==> config.mk <==
export PLATFORM = sky130hd
export DESIGN_NAME = w29ee_prog_sequencer
export DESIGN_NICKNAME = d
export VERILOG_FILES = /design/src/rtl/w29ee_pkg.sv /design/src/rtl/w29ee_prog_sequencer_prog_delay_counter.sv /design/src/rtl/w29ee_prog_sequencer.sv
export SDC_FILE = /design/constraint.sdc
export NUM_CORES = 1
export LEC_CHECK = 0
export CORE_ASPECT_RATIO = 0.9
export CORE_MARGIN = 3
export CORE_UTILIZATION = 55
export DETAILED_ROUTE_END_ITERATION = 10
export PLACE_DENSITY_LB_ADDON = 0.2
export SETUP_SLACK_MARGIN = 0.2
export SYNTH_ARGS = -nofsm -noshare
export SYNTH_HDL_FRONTEND = slang
export SYNTH_SLANG_ARGS = --single-unit
==> constraint.sdc <==
create_clock -name osc -period 6.77 [get_ports osc]
set_input_delay 2.031 -clock osc [delete_from_list [all_inputs] [get_ports osc]]
set_output_delay 2.031 -clock osc [all_outputs]
set_load 0.01 [all_outputs]
==> src/rtl/w29ee_pkg.sv <==
// Shared types and default constants for the W29EE011 page-program sequencer.
package w29ee_pkg;

  localparam int unsigned ADDR_W_DEF  = 17;
  localparam int unsigned WBUF_AW_DEF = 8;
  localparam int unsigned JBUF_AW_DEF = 3;

  // Timing defaults derived from the 24 MHz oscillator
  localparam int unsigned CLK_PER_US        = 24;
  localparam int unsigned WE_CYCLES_DEF     = CLK_PER_US;
  localparam int unsigned HOLD_CYCLES_DEF   = CLK_PER_US;
  localparam int unsigned OE_CYCLES_DEF     = CLK_PER_US / 4;
  localparam logic [15:0] TIMEOUT_POLLS_DEF = 16'd8400;

  // Width of the shared delay counter
  localparam int unsigned DLY_W = 16;

  typedef enum logic [3:0] {
    S_IDLE,
    S_J_SET,
    S_J_WE,
    S_J_HOLD,
    S_P_SET,
    S_P_WE,
    S_P_HOLD,
    S_POLL_OE,
    S_POLL_GAP,
    S_DONE,
    S_ERR
  } state_t;

endpackage

==> src/rtl/w29ee_prog_sequencer_prog_delay_counter.sv <==
// Loadable down-counter with a zero flag; shared by the WE, HOLD, OE and GAP delays.
module prog_delay_counter #(
  parameter int unsigned W = 16
) (
  input  logic         clk,
  input  logic         rst_n,
  input  logic         i_load,
  input  logic [W-1:0] i_load_val,
  output logic         o_zero
);

  logic [W-1:0] r_cnt;

  // Load on request, otherwise count down and park at zero
  always_ff @(posedge clk or negedge rst_n) begin
    if (!rst_n) begin
      r_cnt <= '0;
    end else if (i_load) begin
      r_cnt <= i_load_val;
    end else if (r_cnt != '0) begin
      r_cnt <= r_cnt - 1'b1;
    end
  end

  assign o_zero = (r_cnt == '0);

endmodule

==> src/rtl/w29ee_prog_sequencer.sv <==
// JEDEC unlock replay, payload streaming and DQ7 data polling for W29EE011-class flash.
module w29ee_prog_sequencer
  import w29ee_pkg::*;
#(
  parameter int unsigned ADDR_W        = ADDR_W_DEF,
  parameter int unsigned WBUF_AW       = WBUF_AW_DEF,
  parameter int unsigned JBUF_AW       = JBUF_AW_DEF,
  parameter int unsigned WE_CYCLES     = WE_CYCLES_DEF,
  parameter int unsigned HOLD_CYCLES   = HOLD_CYCLES_DEF,
  parameter int unsigned OE_CYCLES     = OE_CYCLES_DEF,
  parameter logic [15:0] TIMEOUT_POLLS = TIMEOUT_POLLS_DEF
) (
  input  logic               osc,
  input  logic               rst_n,
  input  logic               start,
  output logic               busy,
  output logic               done,
  output logic               timeout_err,
  input  logic [ADDR_W-1:0]  prog_addr,
  input  logic [JBUF_AW-1:0] jedec_count,
  input  logic [WBUF_AW-1:0] wbuf_count,
  output logic [JBUF_AW-1:0] jedec_idx,
  input  logic [ADDR_W-1:0]  jedec_addr,
  input  logic [7:0]         jedec_data,
  output logic [WBUF_AW-1:0] wbuf_idx,
  input  logic [7:0]         wbuf_data,
  output logic [ADDR_W-1:0]  dut_addr,
  output logic [7:0]         dut_dout,
  output logic               dut_doe,
  output logic               dut_ce_n,
  output logic               dut_oe_n,
  output logic               dut_we_n,
  input  logic [7:0]         dut_din
);

  localparam logic [DLY_W-1:0] WE_LD   = DLY_W'(WE_CYCLES - 1);
  localparam logic [DLY_W-1:0] HOLD_LD = DLY_W'(HOLD_CYCLES - 1);
  localparam logic [DLY_W-1:0] OE_LD   = DLY_W'(OE_CYCLES - 1);

  state_t             r_state;
  logic               r_busy, r_done, r_terr;
  logic               r_ce_n, r_oe_n, r_we_n, r_doe;
  logic [ADDR_W-1:0]  r_addr, r_run_addr;
  logic [7:0]         r_dout;
  logic [JBUF_AW-1:0] r_jidx, r_jcnt;
  logic [WBUF_AW-1:0] r_widx, r_wcnt;
  logic               r_last7;
  logic [15:0]        r_poll_cnt;

  logic               w_dly_load, w_dly_zero;
  logic [DLY_W-1:0]   w_dly_val;
  logic [15:0]        w_poll_nxt;
  logic               w_unused_din;

  assign w_poll_nxt   = r_poll_cnt + 16'd1;
  assign w_unused_din = ^dut_din[6:0];

  prog_delay_counter #(.W(DLY_W)) u_dly (
    .clk        (osc),
    .rst_n      (rst_n),
    .i_load     (w_dly_load),
    .i_load_val (w_dly_val),
    .o_zero     (w_dly_zero)
  );

  // Reload the delay counter with N-1 for whichever timed state comes next
  always_comb begin
    w_dly_load = w_dly_zero;
    w_dly_val  = '0;
    case (r_state)
      S_IDLE, S_DONE, S_ERR: w_dly_load = 1'b1;
      S_J_SET, S_P_SET: begin
        w_dly_load = 1'b1;
        w_dly_val  = WE_LD;
      end
      S_J_WE, S_P_WE, S_POLL_OE: w_dly_val = HOLD_LD;
      S_P_HOLD: if (r_widx == r_wcnt) w_dly_val = OE_LD;
      S_POLL_GAP: w_dly_val = OE_LD;
      default: w_dly_val = '0;
    endcase
  end

  // Sequencer FSM with registered bus and status outputs
  always_ff @(posedge osc or negedge rst_n) begin
    if (!rst_n) begin
      r_state    <= S_IDLE;
      r_busy     <= 1'b0;
      r_done     <= 1'b0;
      r_terr     <= 1'b0;
      r_ce_n     <= 1'b1;
      r_oe_n     <= 1'b1;
      r_we_n     <= 1'b1;
      r_doe      <= 1'b0;
      r_addr     <= '0;
      r_run_addr <= '0;
      r_dout     <= '0;
      r_jidx     <= '0;
      r_jcnt     <= '0;
      r_widx     <= '0;
      r_wcnt     <= '0;
      r_last7    <= 1'b0;
      r_poll_cnt <= '0;
    end else begin
      r_done <= 1'b0;
      case (r_state)
        S_IDLE: if (start) begin
          r_jcnt     <= jedec_count;
          r_wcnt     <= wbuf_count;
          r_run_addr <= prog_addr;
          r_jidx     <= '0;
          r_widx     <= '0;
          r_terr     <= 1'b0;
          r_busy     <= 1'b1;
          r_ce_n     <= 1'b0;
          if (jedec_count != '0) begin
            r_state <= S_J_SET;
          end else if (wbuf_count != '0) begin
            r_state <= S_P_SET;
          end else begin
            r_state <= S_DONE;
            r_done  <= 1'b1;
          end
        end
        S_J_SET: begin
          r_addr  <= jedec_addr;
          r_dout  <= jedec_data;
          r_doe   <= 1'b1;
          r_we_n  <= 1'b0;
          r_state <= S_J_WE;
        end
        S_J_WE: if (w_dly_zero) begin
          r_we_n  <= 1'b1;
          r_jidx  <= r_jidx + 1'b1;
          r_state <= S_J_HOLD;
        end
        S_J_HOLD: if (w_dly_zero) begin
          if (r_jidx != r_jcnt) begin
            r_state <= S_J_SET;
          end else if (r_wcnt != '0) begin
            r_state <= S_P_SET;
          end else begin
            r_state <= S_DONE;
            r_done  <= 1'b1;
          end
        end
        S_P_SET: begin
          r_addr  <= r_run_addr;
          r_dout  <= wbuf_data;
          r_doe   <= 1'b1;
          r_we_n  <= 1'b0;
          r_state <= S_P_WE;
        end
        S_P_WE: if (w_dly_zero) begin
          r_we_n     <= 1'b1;
          r_last7    <= r_dout[7];
          r_widx     <= r_widx + 1'b1;
          r_run_addr <= r_run_addr + 1'b1;
          r_state    <= S_P_HOLD;
        end
        S_P_HOLD: if (w_dly_zero) begin
          if (r_widx == r_wcnt) begin
            // Release DQ in the same edge that opens #OE: never both active
            r_doe      <= 1'b0;
            r_oe_n     <= 1'b0;
            r_poll_cnt <= '0;
            r_state    <= S_POLL_OE;
          end else begin
            r_state <= S_P_SET;
          end
        end
        S_POLL_OE: if (w_dly_zero) begin
          r_oe_n     <= 1'b1;
          r_poll_cnt <= w_poll_nxt;
          if (dut_din[7] == r_last7) begin
            r_state <= S_DONE;
            r_done  <= 1'b1;
          end else if (w_poll_nxt == TIMEOUT_POLLS) begin
            r_state <= S_ERR;
            r_terr  <= 1'b1;
          end else begin
            r_state <= S_POLL_GAP;
          end
        end
        S_POLL_GAP: if (w_dly_zero) begin
          r_oe_n  <= 1'b0;
          r_state <= S_POLL_OE;
        end
        S_DONE, S_ERR: begin
          r_busy  <= 1'b0;
          r_ce_n  <= 1'b1;
          r_doe   <= 1'b0;
          r_state <= S_IDLE;
        end
        default: r_state <= S_IDLE;
      endcase
    end
  end

  assign busy        = r_busy;
  assign done        = r_done;
  assign timeout_err = r_terr;
  assign jedec_idx   = r_jidx;
  assign wbuf_idx    = r_widx;
  assign dut_addr    = r_addr;
  assign dut_dout    = r_dout;
  assign dut_doe     = r_doe;
  assign dut_ce_n    = r_ce_n;
  assign dut_oe_n    = r_oe_n;
  assign dut_we_n    = r_we_n;

endmodule
==> results.json, run 1 <==
{
  "numCtsBuffers": 9,
  "io-pin-count": 115,
  "cts.reportedPaths.clkPinSlew_ns": 0.07,
  "synth_top_area_share_pct": 43.3,
  "rows": 35,
  "wire_per_inst_um": 17.6,
  "fin_worst_skew_ns": 0.0102,
  "async_reset_ff_share_pct": 100,
  "ir_worst_vdd_v": 0.000216,
  "synth_top_family_by_area": "simple AND/OR/NAND/NOR gates",
  "nets": 879,
  "dieArea_mm2": 0.0123,
  "p_leak_nw": 3.05,
  "internal_power_mw": 1.78,
  "synth_most_common_cell": "nand2_1",
  "synth_nets": 804,
  "setup_viol": 0,
  "arrival_ns": 4.21,
  "start_util_pct": 57.7,
  "first_global_vias": 5504,
  "seqPwrFrac_pct": 38.1,
  "synth_edf_count": 0,
  "clock-root-buffer": "clkbuf_16",
  "r2r_cells": 5,
  "post-route-min-period_ns": 4.00,
  "synth_xor_area_share_pct": 5.49,
  "cts_num_sinks": 108,
  "areaGrowthSynthToFinish_pct": 22.8,
  "synth_compound_area_share_pct": 18.9,
  "power_density_mw_per_mm2": 405,
  "cts_resized": 0,
  "p_total_mw": 3.02,
  "ant_nets": 0,
  "required_ns": 6.98,
  "hpwl_um": 11500,
  "drtIter0Drc": 628,
  "cts_setup_buffers": 0,
  "synth_top_area_cell": "dfrtp_1",
  "syn_avg_cell_area_um2": 8.36,
  "synth_ff_type": "dfrtp_1",
  "max_slew_margin_pct": 20.6,
  "cp-end-kind": "register",
  "vias": 5741,
  "cts_max_path_buffers": 2,
  "status": "completed",
  "postCtsHoldBufs": 0,
  "clkPwrFrac_pct": 18.9,
  "portBuffers": 107,
  "route.detailed.drc": 0,
  "fill_cells": 830,
  "avgViaCountPerCell": 6.15,
  "drt_pre_antenna_iters": 5,
  "setup-tns-final_ns": 0,
  "h-tree-depth": 3,
  "whs_path_depth": 2,
  "antennaDiodeCount": 0,
  "rsz0062_at_grt": "no",
  "cts_tree": "yes",
  "pwr-share-comb_pct": 43.0,
  "fin_crit_sh_pct": 59.1,
  "drive_above_1_share_pct": 4.72,
  "slew_viol_final": 0,
  "grt_max_degree": 61,
  "synth_area_mm2": 0.00606,
  "gp_congestion": 0.893,
  "fmax_ghz": 0.250,
  "synth_cells": 725,
  "stdcell_count": 934,
  "ys_seq_area_share_pct": 44.6,
  "grt_overflow": 0,
  "die_h_um": 106,
  "p_sw_mw": 1.23,
  "synth_common_cells": "124 x nand2_1, 105 x dfrtp_1, 86 x nor2_1, 58 x o21ai_0",
  "swShare_pct": 40.8,
  "finalHoldViolCount": 0,
  "wirelength_um": 16400,
  "synthAdderAreaFrac_pct": 1.44,
  "antenna_found_initial": 0,
  "die_w_um": 117,
  "ys_warn_count": 0,
  "path_class": "in2reg",
  "yosys-top-cells-area": "dfrtp_1 43%, nand2_1 7.7%, nor2_1 5.3%, o21ai_0 4.8%, xnor2_1 3.8%",
  "path_max_fanout": 19,
  "hp-class": "reg2reg",
  "post-place-cells": 918,
  "drv_cap": 0,
  "yosys.area_share.simple_pct": 24.7,
  "grt_usage_pct": 27.1,
  "synth-seq-cells": 108,
  "ys_types": 68,
  "coreArea_mm2": 0.0105,
  "clk_latency_ns": 0.35,
  "synth_mux_area_share_pct": 0.681,
  "worstMarginPinSlew_ns": 1.19,
  "grt_first_pass_wirelength_um": 26900,
  "startpoint_type": "primary input"
}
[layout make-up]
type | count | area (um^2) | area share [%]
clock inverters | 4 | 73.8 | 0.991
clock buffers | 12 | 246 | 3.31
inverters | 18 | 67.6 | 0.907
multi-input cells | 554 | 3110 | 41.7
well taps | 129 | 161 | 2.17
flip-flops and latches | 108 | 2710 | 36.3
repair buffers | 109 | 1080 | 14.5
[worst paths after layout]
check	from	endpoint	slack [ns]
worst min-delay path	dut_oe_n$_DFFE_PN1P_	dut_oe_n$_DFFE_PN1P_	0.48
max in group asynchronous	rst_n	dut_addr[7]$_DFFE_PN0P_	3.88
worst min register to register	dut_oe_n$_DFFE_PN1P_	dut_oe_n$_DFFE_PN1P_	0.48
worst max-delay path	start	wbuf_idx[6]$_DFFE_PN0P_	2.77
worst max register to register	r_state[0]$_DFFE_PN0P_	u_dly.r_cnt[0]$_DFFE_PN0P_	3.05
min in group asynchronous	rst_n	r_poll_cnt[10]$_DFFE_PN0P_	1.74
[power by group through the flow]
stage / Clock, mW / Combinational [mW] / Sequential [mW]
2_1_floorplan: 0 / 0.887 / 1.08
3_3_place_gp: 0 / 1.23 / 1.14
6_report: 0.570 / 1.30 / 1.15
5_1_grt: 0.602 / 1.44 / 1.18
3_5_place_dp: 0 / 1.29 / 1.15
4_1_cts: 0.578 / 1.29 / 1.14
[cell families after synthesis]
group           Yosys count
compound gates          184
fa+ha+maj                 7
simple gates            321
flops                   108
buf+inv                  63
xor+xnor                 38
mux                       4
[per-layer routing]
layer / up-vias / wire, um / GRT usage (%)
met2: 221 / 8040 / 43.2
met3: 28 / 1080 / 5.63
met4: 0 / 245 / 6.31
li1: 2726 / - / -
met1: 2766 / 7050 / 38.2
met5: - / 0 / 0
[per-stage QoR]
step	cell area [um^2]	worst slack [ns]	hold slack [ns]	util [%]
after floorplan	6060	3.43	0.466	-
after global placement	7130	2.52	0.459	67.8
after detailed placement	7130	2.45	0.471	67.8
after CTS	7450	2.82	0.482	70.9
after global routing	7450	2.60	0.501	70.9
final	7450	2.77	0.476	70.9
[cells in the final DEF, fill, tap and decap left out, drive strengths merged, types with 4 or more instances in the layout]
cell,instances
and3,8
nand2,124
clkbuf,12
xnor2,26
nand3,27
inv,17
a32oi,5
nor3,17
or3,5
o22ai,15
dfrtp,105
o31ai,8
clkdlybuf4s50,106
a21oi,33
xor2,12
ha,7
nand4,16
nor2,88
and2,6
nor4,11
nor2b,4
o21ai,65
or4,4
a31oi,24
[registers in the layout, indices dropped and copies added (netlist names), 3 cells and up]
register / flops
dut_addr: 17
r_poll_cnt: 16
r_run_addr: 17
u_dly.r_cnt: 16
r_state: 4
r_wcnt: 8
dut_dout: 8
r_jcnt: 3
wbuf_idx: 8
jedec_idx: 3
[worst max-delay path, cell delays in order]
cell	delay [ns]
clkdlybuf4s50_1	0.54
nand3_1	0.58
o21ai_2	0.61
nand4_1	0.22
xor2_1	0.18
nor2_1	0.05
(Power assumes the default switching activity.)
==> run 2: changes to the inputs <==
--- a/config.mk
+++ b/config.mk
@@ -7,7 +7,7 @@
 export LEC_CHECK = 0
 export CORE_ASPECT_RATIO = 0.9
 export CORE_MARGIN = 3
-export CORE_UTILIZATION = 55
+export CORE_UTILIZATION = 48
 export DETAILED_ROUTE_END_ITERATION = 10
 export PLACE_DENSITY_LB_ADDON = 0.2
 export SETUP_SLACK_MARGIN = 0.2
==> constraint.sdc (replaced) <==
create_clock -name osc -period 3.3 [get_ports osc]
set_input_delay 0.99 -clock osc [delete_from_list [all_inputs] [get_ports osc]]
set_output_delay 0.99 -clock osc [all_outputs]
set_load 0.01 [all_outputs]
==> run 2 against run 1 <==
Register-to-register slack lost 2.4 ns. Sequential cell count is the same. Setup slack lost 2.2 ns. Non-clock buffer count grew 17. Cell count grew 5.1%. Clock skew shrank 0.0032 ns. Highest routed layer unchanged.
==> results.json, run 2 (synthesis gave the netlist of run 1 again) <==
{
  "route.detailed.drc": 0,
  "cts_resized": 0,
  "wire_per_inst_um": 16.9,
  "cts_tree": "yes",
  "vias": 5809,
  "nets": 896,
  "r2r_cells": 8,
  "fin_crit_sh_pct": 81.5,
  "coreArea_mm2": 0.0122,
  "ant_nets": 0,
  "startpoint_type": "primary input",
  "path_class": "in2reg",
  "worstMarginPinSlew_ns": 0.845,
  "antennaDiodeCount": 0,
  "first_global_vias": 5654,
  "portBuffers": 107,
  "cts_num_sinks": 108,
  "r2r_slack_ns": 0.69,
  "path_max_fanout": 3,
  "grt_max_degree": 54,
  "worstSetupStartpoint": "dut_din[7]",
  "clock-root-buffer": "clkbuf_16",
  "clk_latency_ns": 0.36,
  "seqPwrFrac_pct": 36.1,
  "holdWs_ns": 0.463,
  "fin_worst_skew_ns": 0.00694,
  "layout_common_cells": "124 x nand2_1, 106 x clkdlybuf4s50_1, 105 x dfrtp_1, 85 x nor2_1, 58 x o21ai_0",
  "gp_congestion": 0.912,
  "drive_above_1_share_pct": 7.06,
  "drt_pre_antenna_iters": 5,
  "die_h_um": 113,
  "fin_area_mm2": 0.00765,
  "antenna_found_initial": 0,
  "rsz0062_at_grt": "no",
  "hp-class": "reg2reg",
  "setup_viol": 0,
  "status": "completed",
  "grt_first_pass_wirelength_um": 28000,
  "avgViaCountPerCell": 5.92,
  "r2r-start": "r_state[3]$_DFFE_PN0P_",
  "drv_cap": 0,
  "reg2reg_to": "wbuf_idx[6]$_DFFE_PN0P_",
  "hpwl_um": 11600,
  "fill_cells": 1037,
  "grt_usage_pct": 24.2,
  "grt_overflow": 0,
  "pwr-share-comb_pct": 44.6,
  "start_util_pct": 49.6,
  "post-route-min-period_ns": 2.69,
  "fmax_ghz": 0.372,
  "cts.reportedPaths.clkPinSlew_ns": 0.07,
  "arrival_ns": 2.97,
  "power_density_mw_per_mm2": 826,
  "cts_setup_buffers": 0,
  "clkPwrFrac_pct": 19.3,
  "dieArea_mm2": 0.0140,
  "cp-end-kind": "register",
  "wirelength_um": 16600,
  "required_ns": 3.58,
  "cts_max_path_buffers": 2,
  "io-pin-count": 115,
  "p_sw_mw": 2.55,
  "p_leak_nw": 3.15,
  "internal_power_mw": 3.77,
  "h-tree-depth": 3,
  "setup-tns-final_ns": 0,
  "swShare_pct": 40.3,
  "layout_commonest_cell": "nand2_1",
  "critPathCapture": "r_state[1]$_DFFE_PN0P_",
  "drtIter0Drc": 647,
  "areaGrowthSynthToFinish_pct": 26.1,
  "postCtsHoldBufs": 0,
  "max_slew_margin_pct": 43.6,
  "dpl_cell_area_mm2": 0.00731,
  "die_w_um": 124,
  "finalHoldViolCount": 0,
  "ir_worst_vdd_v": 0.000440,
  "p_total_mw": 6.32,
  "numCtsBuffers": 9,
  "slew_viol_final": 0,
  "rows": 38
}
[run 2: changes by cell type in the layout (fill, tap and decap cells not counted), sizes merged]
cell / previous run / this run
buf: 3 / 20
[run 2: worst min-delay path by stage]
stage / from / end / slack [ns] / depth (start not counted)
floorplan: r_jcnt[0]$_DFFE_PN0P_ / r_jcnt[0]$_DFFE_PN0P_ / 0.47 / 2
global placement: dut_oe_n$_DFFE_PN1P_ / dut_oe_n$_DFFE_PN1P_ / 0.45 / 2
detailed placement: dut_oe_n$_DFFE_PN1P_ / dut_oe_n$_DFFE_PN1P_ / 0.45 / 2
CTS: dut_oe_n$_DFFE_PN1P_ / dut_oe_n$_DFFE_PN1P_ / 0.47 / 2
global route: dut_oe_n$_DFFE_PN1P_ / dut_oe_n$_DFFE_PN1P_ / 0.48 / 2
finish: dut_oe_n$_DFFE_PN1P_ / dut_oe_n$_DFFE_PN1P_ / 0.46 / 2
[run 2: power groups by stage]
stage	Clock, mW	Sequential [mW]	Combinational [mW]
floorplan	0	2.21	1.82
global placement	0	2.25	2.71
detailed placement	0	2.29	2.79
CTS	1.24	2.27	2.81
global route	1.29	2.35	3.13
finish	1.22	2.28	2.82
[run 2: metal layers]
layer,wire length [um],part of all wire (%),track usage [%],vias to the layer above
li1,-,-,-,2753
met1,7540,45,33.7,2807
met4,277,1.7,6.57,0
met5,0,0,0,-
met3,1020,6.2,5.14,24
met2,7770,47,38.7,225
[run 2: critical path, stage by stage]
cell and delay, ns:
clkdlybuf4s50_1 0.44, xnor2_1 0.19, or4_1 0.55, a2111oi_1 0.34
buf_4 0.19, nand3_1 0.07, a31oi_1 0.19
[run 2: area by class of cell]
class | count | area [um^2] | area share [%]
Clock buffer | 12 | 267 | 3.48
Clock inverter | 4 | 70.1 | 0.916
Inverter | 18 | 67.6 | 0.883
Multi-Input combinational cell | 554 | 3110 | 40.7
Sequential cell | 108 | 2710 | 35.4
Tap cell | 160 | 200 | 2.62
Timing Repair Buffer | 126 | 1220 | 16.0
[run 2: per-stage QoR]
stage	util (%)	worst slack [ns]	cells
floorplan	-	0.999	725
global placement	59.8	0.243	966
detailed placement	59.8	0.259	966
global route	62.6	0.462	982
CTS	62.6	0.610	982
finish	62.6	0.612	982
